--- src/rtl/alu_mdu.sv ---
// ALU with an iterative multiply/divide unit behind a valid/ready handshake.
// Single-cycle ops return one edge after acceptance; MUL/DIV return WIDTH+1 edges after acceptance.
module alu_mdu #(
  parameter int unsigned WIDTH = 32
) (
  input  logic             Clk,
  input  logic             Reset,
  input  logic             in_valid,
  output logic             in_ready,
  input  logic [WIDTH-1:0] alu_src1,
  input  logic [WIDTH-1:0] alu_src2,
  input  logic [3:0]       alu_ctr,
  output logic             out_valid,
  input  logic             out_ready,
  output logic [WIDTH-1:0] alu_result,
  output logic             zero_bit,
  output logic             overflow,
  output logic             illegal_op
);

  localparam int unsigned CW = $clog2(WIDTH);
  localparam logic [CW-1:0] LastCnt = CW'(WIDTH - 1);

  typedef enum logic [1:0] {StIdle, StMul, StDiv} state_e;

  state_e           r_state, w_state_d;
  logic [CW-1:0]    r_cnt;
  logic             r_fin;
  logic             r_hi_sel;
  logic [WIDTH-1:0] r_hi, r_lo, r_opb;
  logic             r_out_valid, r_zero, r_ovf, r_ill;
  logic [WIDTH-1:0] r_result;

  logic             w_accept, w_is_mul, w_is_div, w_mc_done, w_load, w_out_valid_d;
  logic [WIDTH-1:0] w_sum, w_diff, w_sc_res, w_mc_res, w_ld_res, w_div_sub;
  logic             w_sc_ovf, w_sc_ill;
  logic [WIDTH:0]   w_mul_sum, w_div_shift;
  logic             w_div_ge;

  // Single-cycle datapath and opcode decode.
  always_comb begin
    w_sum    = alu_src1 + alu_src2;
    w_diff   = alu_src1 - alu_src2;
    w_sc_res = '0;
    w_sc_ovf = 1'b0;
    w_sc_ill = 1'b0;
    w_is_mul = 1'b0;
    w_is_div = 1'b0;
    case (alu_ctr)
      4'b0000: w_sc_res = alu_src1 & alu_src2;
      4'b0001: w_sc_res = alu_src1 | alu_src2;
      4'b0011: w_sc_res = alu_src1 ^ alu_src2;
      4'b1100: w_sc_res = ~(alu_src1 | alu_src2);
      4'b0010: begin
        w_sc_res = w_sum;
        w_sc_ovf = (alu_src1[WIDTH-1] == alu_src2[WIDTH-1]) &&
                   (w_sum[WIDTH-1] != alu_src1[WIDTH-1]);
      end
      4'b0110: begin
        w_sc_res = w_diff;
        w_sc_ovf = (alu_src1[WIDTH-1] != alu_src2[WIDTH-1]) &&
                   (w_diff[WIDTH-1] != alu_src1[WIDTH-1]);
      end
      4'b0111: w_sc_res = {{(WIDTH-1){1'b0}}, ($signed(alu_src1) < $signed(alu_src2))};
      4'b1000, 4'b1001: w_is_mul = 1'b1;
      4'b1010, 4'b1011: w_is_div = 1'b1;
      default: w_sc_ill = 1'b1;
    endcase
  end

  // One shift-add (MUL) or restoring-subtract (DIV) step on {r_hi, r_lo}.
  always_comb begin
    w_mul_sum   = {1'b0, r_hi} + (r_lo[0] ? {1'b0, r_opb} : {(WIDTH+1){1'b0}});
    w_div_shift = {r_hi, r_lo[WIDTH-1]};
    w_div_ge    = w_div_shift >= {1'b0, r_opb};
    w_div_sub   = w_div_shift[WIDTH-1:0] - r_opb;
    w_mc_res    = r_hi_sel ? r_hi : r_lo;
  end

  // FSM: state register.
  always_ff @(posedge Clk) begin
    if (Reset) r_state <= StIdle;
    else       r_state <= w_state_d;
  end

  // FSM: next state.
  always_comb begin
    w_state_d = r_state;
    case (r_state)
      StIdle: begin
        if (w_accept && w_is_mul)      w_state_d = StMul;
        else if (w_accept && w_is_div) w_state_d = StDiv;
      end
      StMul, StDiv: if (r_fin) w_state_d = StIdle;
      default: w_state_d = StIdle;
    endcase
  end

  // FSM: outputs and handshake.
  always_comb begin
    in_ready      = (r_state == StIdle) && (!r_out_valid || out_ready);
    w_accept      = in_valid && in_ready;
    w_mc_done     = (r_state != StIdle) && r_fin;
    w_load        = (w_accept && !w_is_mul && !w_is_div) || w_mc_done;
    w_ld_res      = w_mc_done ? w_mc_res : w_sc_res;
    w_out_valid_d = w_load ? 1'b1 : (out_ready ? 1'b0 : r_out_valid);
  end

  // Iteration datapath; r_fin adds the extra cycle that registers the final step.
  always_ff @(posedge Clk) begin
    if (Reset) begin
      r_cnt    <= '0;
      r_fin    <= 1'b0;
      r_hi_sel <= 1'b0;
      r_hi     <= '0;
      r_lo     <= '0;
      r_opb    <= '0;
    end else if (w_accept && (w_is_mul || w_is_div)) begin
      r_cnt    <= '0;
      r_fin    <= 1'b0;
      r_hi_sel <= alu_ctr[0];
      r_hi     <= '0;
      r_lo     <= alu_src1;
      r_opb    <= alu_src2;
    end else if ((r_state != StIdle) && !r_fin) begin
      r_cnt <= r_cnt + CW'(1);
      if (r_cnt == LastCnt) r_fin <= 1'b1;
      if (r_state == StMul) begin
        r_hi <= w_mul_sum[WIDTH:1];
        r_lo <= {w_mul_sum[0], r_lo[WIDTH-1:1]};
      end else if (w_div_ge) begin
        r_hi <= w_div_sub;
        r_lo <= {r_lo[WIDTH-2:0], 1'b1};
      end else begin
        r_hi <= w_div_shift[WIDTH-1:0];
        r_lo <= {r_lo[WIDTH-2:0], 1'b0};
      end
    end
  end

  always_ff @(posedge Clk) begin
    if (Reset) begin
      r_out_valid <= 1'b0;
      r_result    <= '0;
      r_zero      <= 1'b1;
      r_ovf       <= 1'b0;
      r_ill       <= 1'b0;
    end else begin
      r_out_valid <= w_out_valid_d;
      if (w_load) begin
        r_result <= w_ld_res;
        r_zero   <= (w_ld_res == '0);
        r_ovf    <= w_mc_done ? 1'b0 : w_sc_ovf;
        r_ill    <= w_mc_done ? 1'b0 : w_sc_ill;
      end
    end
  end

  assign out_valid  = r_out_valid;
  assign alu_result = r_result;
  assign zero_bit   = r_zero;
  assign overflow   = r_ovf;
  assign illegal_op = r_ill;

endmodule

--- config.mk ---
export PLATFORM = sky130hd
export DESIGN_NAME = alu_mdu
export DESIGN_NICKNAME = d
export VERILOG_FILES = /design/src/rtl/alu_mdu.sv
export SDC_FILE = /design/constraint.sdc
export NUM_CORES = 1
export LEC_CHECK = 0
export ABC_AREA = 1
export BUFFER_PORTS_ARGS = -buffer_cell sky130_fd_sc_hd__buf_2
export CAP_MARGIN = 20
export CORE_ASPECT_RATIO = 0.5
export CORE_UTILIZATION = 35
export CTS_CLUSTER_SIZE = 14
export DETAILED_ROUTE_END_ITERATION = 16
export SYNTH_ARGS = -nofsm -noshare
export SYNTH_HDL_FRONTEND = slang
export SYNTH_SLANG_ARGS = --single-unit
--- constraint.sdc ---
create_clock -name Clk -period 3.8 [get_ports Clk]
set_input_delay 0.19 -clock Clk [delete_from_list [all_inputs] [get_ports Clk]]
set_output_delay 0.19 -clock Clk [all_outputs]
set_load 0.02 [all_outputs]
==> results_dict.tcl <==
set metrics [dict create \
    ys_warn_count 0 \
    grt_overflow 0 \
    antenna_left 0 \
    worstSkewPairLatency_ns 0.43 \
    drv_slew 0 \
    hold_buffers 0 \
    met3_usage_pct 4.15 \
    clk_pin_slew_ns 0.07 \
    critPathLaunchType "register" \
    min_period_ns 3.11 \
    grt_start_max_net_pins 63 \
    ios 109 \
    p_leak_uw 0.00995 \
    drt_iter0_drc 2425 \
    cts-buffers-inserted 17 \
    hold_viol_final 0 \
    nets 3290 \
    hp-class "in -> reg" \
    drive_gt1_share_pct 7.23 \
    track_usage_pct 27.8 \
    ys.flop_type "dfxtp_1" \
    seq_area_frac_synth_pct 16.4 \
    cts-resized-gates 0 \
    ys_async_sr_fraction_pct 0 \
    avgSynthCellArea_um2 5.76 \
    postLayoutCellArea_um2 19000 \
    worstPathArrival_ns 3.48 \
    io_buffers 108 \
    syn-num-nets 3238 \
    cts-root-buf "clkbuf_16" \
    rsz0062_at_grt "false" \
    clock_sinks 141 \
    cts_max_level 4 \
    wire_per_inst_um 19.3 \
    cts_buffer_depth 2 \
    power_uw 5690 \
    postPlaceCellArea_um2 18400 \
    synth_edf_count 0 \
    ys_types 56 \
    fin_tns_setup_ns 0 \
    criticalPathCategory "reg -> reg" \
    synth-xor-area-share_pct 2.08 \
    yosys.area_share.simple_pct 33.8 \
    ir_worst_vdd_uv 290 \
    cp.required_ns 4.17 \
    die-area_um2 50200 \
    die_height_um 159 \
    synth_seq_cells 141 \
    synth_compound_area_share_pct 21.6 \
    slew_headroom_pct 45.7 \
    initial_core_util_pct 35.5 \
    fp-row-count 57 \
    vias_per_cell 5.45 \
    status "complete, no violations" \
    die_w_um 316 \
    skew_ns 0.0159 \
    wl_mm 71.8 \
    via_count 20200 \
    route.detailed.drc 0 \
    syn_area_um2 17200 \
    dp_hpwl_mm 58.6 \
    grt_pass1_wl_mm 108 \
    end_kind "register" \
    fp.coreArea_um2 48600 \
    power.density_nw_per_um2 300 \
    dr.pass1.iters 6 \
    cts_setup_buffers 0 \
    syn_inst 2993 \
    holdWs_ns 0.0840 \
    area_growth_pct 10.1 \
    synthAdderAreaFrac_pct 12.7 \
    cts_tree "done" \
    worstPathMaxFanout 13 \
    synth_mux_area_share_pct 0 \
    first_global_vias 18300 \
    gp_congestion 1.01 \
    grtUsageMet2_pct 42.5 \
    fmax_mhz 322 \
    met1_usage_pct 41.2 \
    fin_crit_sh_pct 81.8 \
    setup_viol 0 \
    utilization_pct 39.1 \
    drv_cap 0 \
    tightestPinTransition_ns 0.813 \
    antenna_found_initial 1 \
    synth_top_family_by_area "simple AND/OR/NAND/NOR gates" \
    grt.busiest_layer "met2" \
]
## per-stage QoR
stage / instances / worst slack [ns]
2_1_floorplan: 2993 / 1.18
3_3_place_gp: 3675 / 0.515
3_5_place_dp: 3675 / 0.616
4_1_cts: 3707 / 0.763
5_1_grt: 3707 / 0.503
6_report: 3709 / 0.691
## path summary, 6_finish.rpt
check	from	end	slack (ns)	depth (start not counted)
max	r_opb[18]	r_hi[12]	0.69	15
min	alu_src1[15]	r_lo[15]	0.08	3
max reg2reg	r_opb[18]	r_hi[12]	0.69	15
min reg2reg	r_state[1]	r_state[1]	0.47	2
## state kept, by name (all words and copies together) (netlist names)
| register | cells |
|---|---|
| r_hi | 32 |
| overflow | 1 |
| r_opb | 32 |
| alu_result | 32 |
| illegal_op | 1 |
| r_lo | 32 |
| r_hi_sel | 1 |
| zero_bit | 1 |
| r_cnt | 5 |
| out_valid | 1 |
| r_fin | 1 |
| r_state | 2 |
## logic make-up (layout without fill, tap and decap cells)
kind of cell | Yosys count | after routing
flip-flops | 141 | 141
other | 0 | 2
buffers and inverters | 593 | 658
adder cells (fa/ha/maj) | 173 | 173
AND/OR/NAND/NOR | 1390 | 1390
AO/OA/AOI/OAI | 655 | 655
XOR/XNOR | 41 | 41
## routing by layer
metal  part of all wire (%)  vias to the layer above
met3                     10                       79
met4                    1.9                        0
met2                     42                      939
met5                      0                        -
li1                       -                     9852
met1                     46                     9340
## worst max-delay path, stage by stage, from the launching register on
cell and delay (ns):
dfxtp_1 0.47, inv_1 0.08, ha_1 0.37, a21oi_1 0.24, inv_1 0.06, a31oi_1 0.20, o21bai_1 0.11, a21oi_1 0.31
nand2_2 0.10, nand2_2 0.09, nand2_4 0.10, nor2_4 0.36, buf_4 0.23, nand2_1 0.05, a31o_2 0.24, inv_1 0.04
## final cells by class
cell class | count | area [µm²]
Fill cell | 5343 | 29600
Multi-Input combinational cell | 2259 | 12100
Sequential cell | 141 | 2820
Inverter | 482 | 1820
Timing Repair Buffer | 144 | 823
Tap cell | 649 | 812
Clock buffer | 18 | 439
Clock inverter | 14 | 144
Antenna cell | 2 | 5.00
## power by group
part / switching, µW / total [µW] / internal [µW] / leakage, µW
combinational: 1680 / 2370 / 694 / 0.00851
clock: 783 / 1680 / 893 / 0.000285
sequential: 84.9 / 1640 / 1560 / 0.00115
total: 2550 / 5690 / 3140 / 0.00995
## cell usage in the layout, fill, tap and decap left out, drive strengths merged, types with 28 or more instances in the layout
master	count
nor2	285
a21oi	266
nand3	217
xor2	28
nand2	787
buf	144
ha	169
o211ai	33
nand4	52
dfxtp	141
inv	489
nor3	32
o21ai	224
o21bai	39
## cell usage after synthesis (all sizes together) (7+ instances only)
master	instances	area (µm²)
buf	45	264
ha	169	2110
o21ai	224	1140
a31oi	21	131
dfxtp	141	2820
nand4	52	325
inv	478	1800
o22ai	19	119
a21o	7	52.6
a21oi	266	1350
o211ai	33	248
nor2	285	1090
nand2	787	3010
xnor2	13	114
nand3b	9	67.6
nand3	217	1100
clkbuf	66	248
xor2	28	245
a211oi	13	97.6
o21bai	39	293
nor3	32	170
a221oi	15	138
Note: power is estimated with default switching activity, not from simulation.
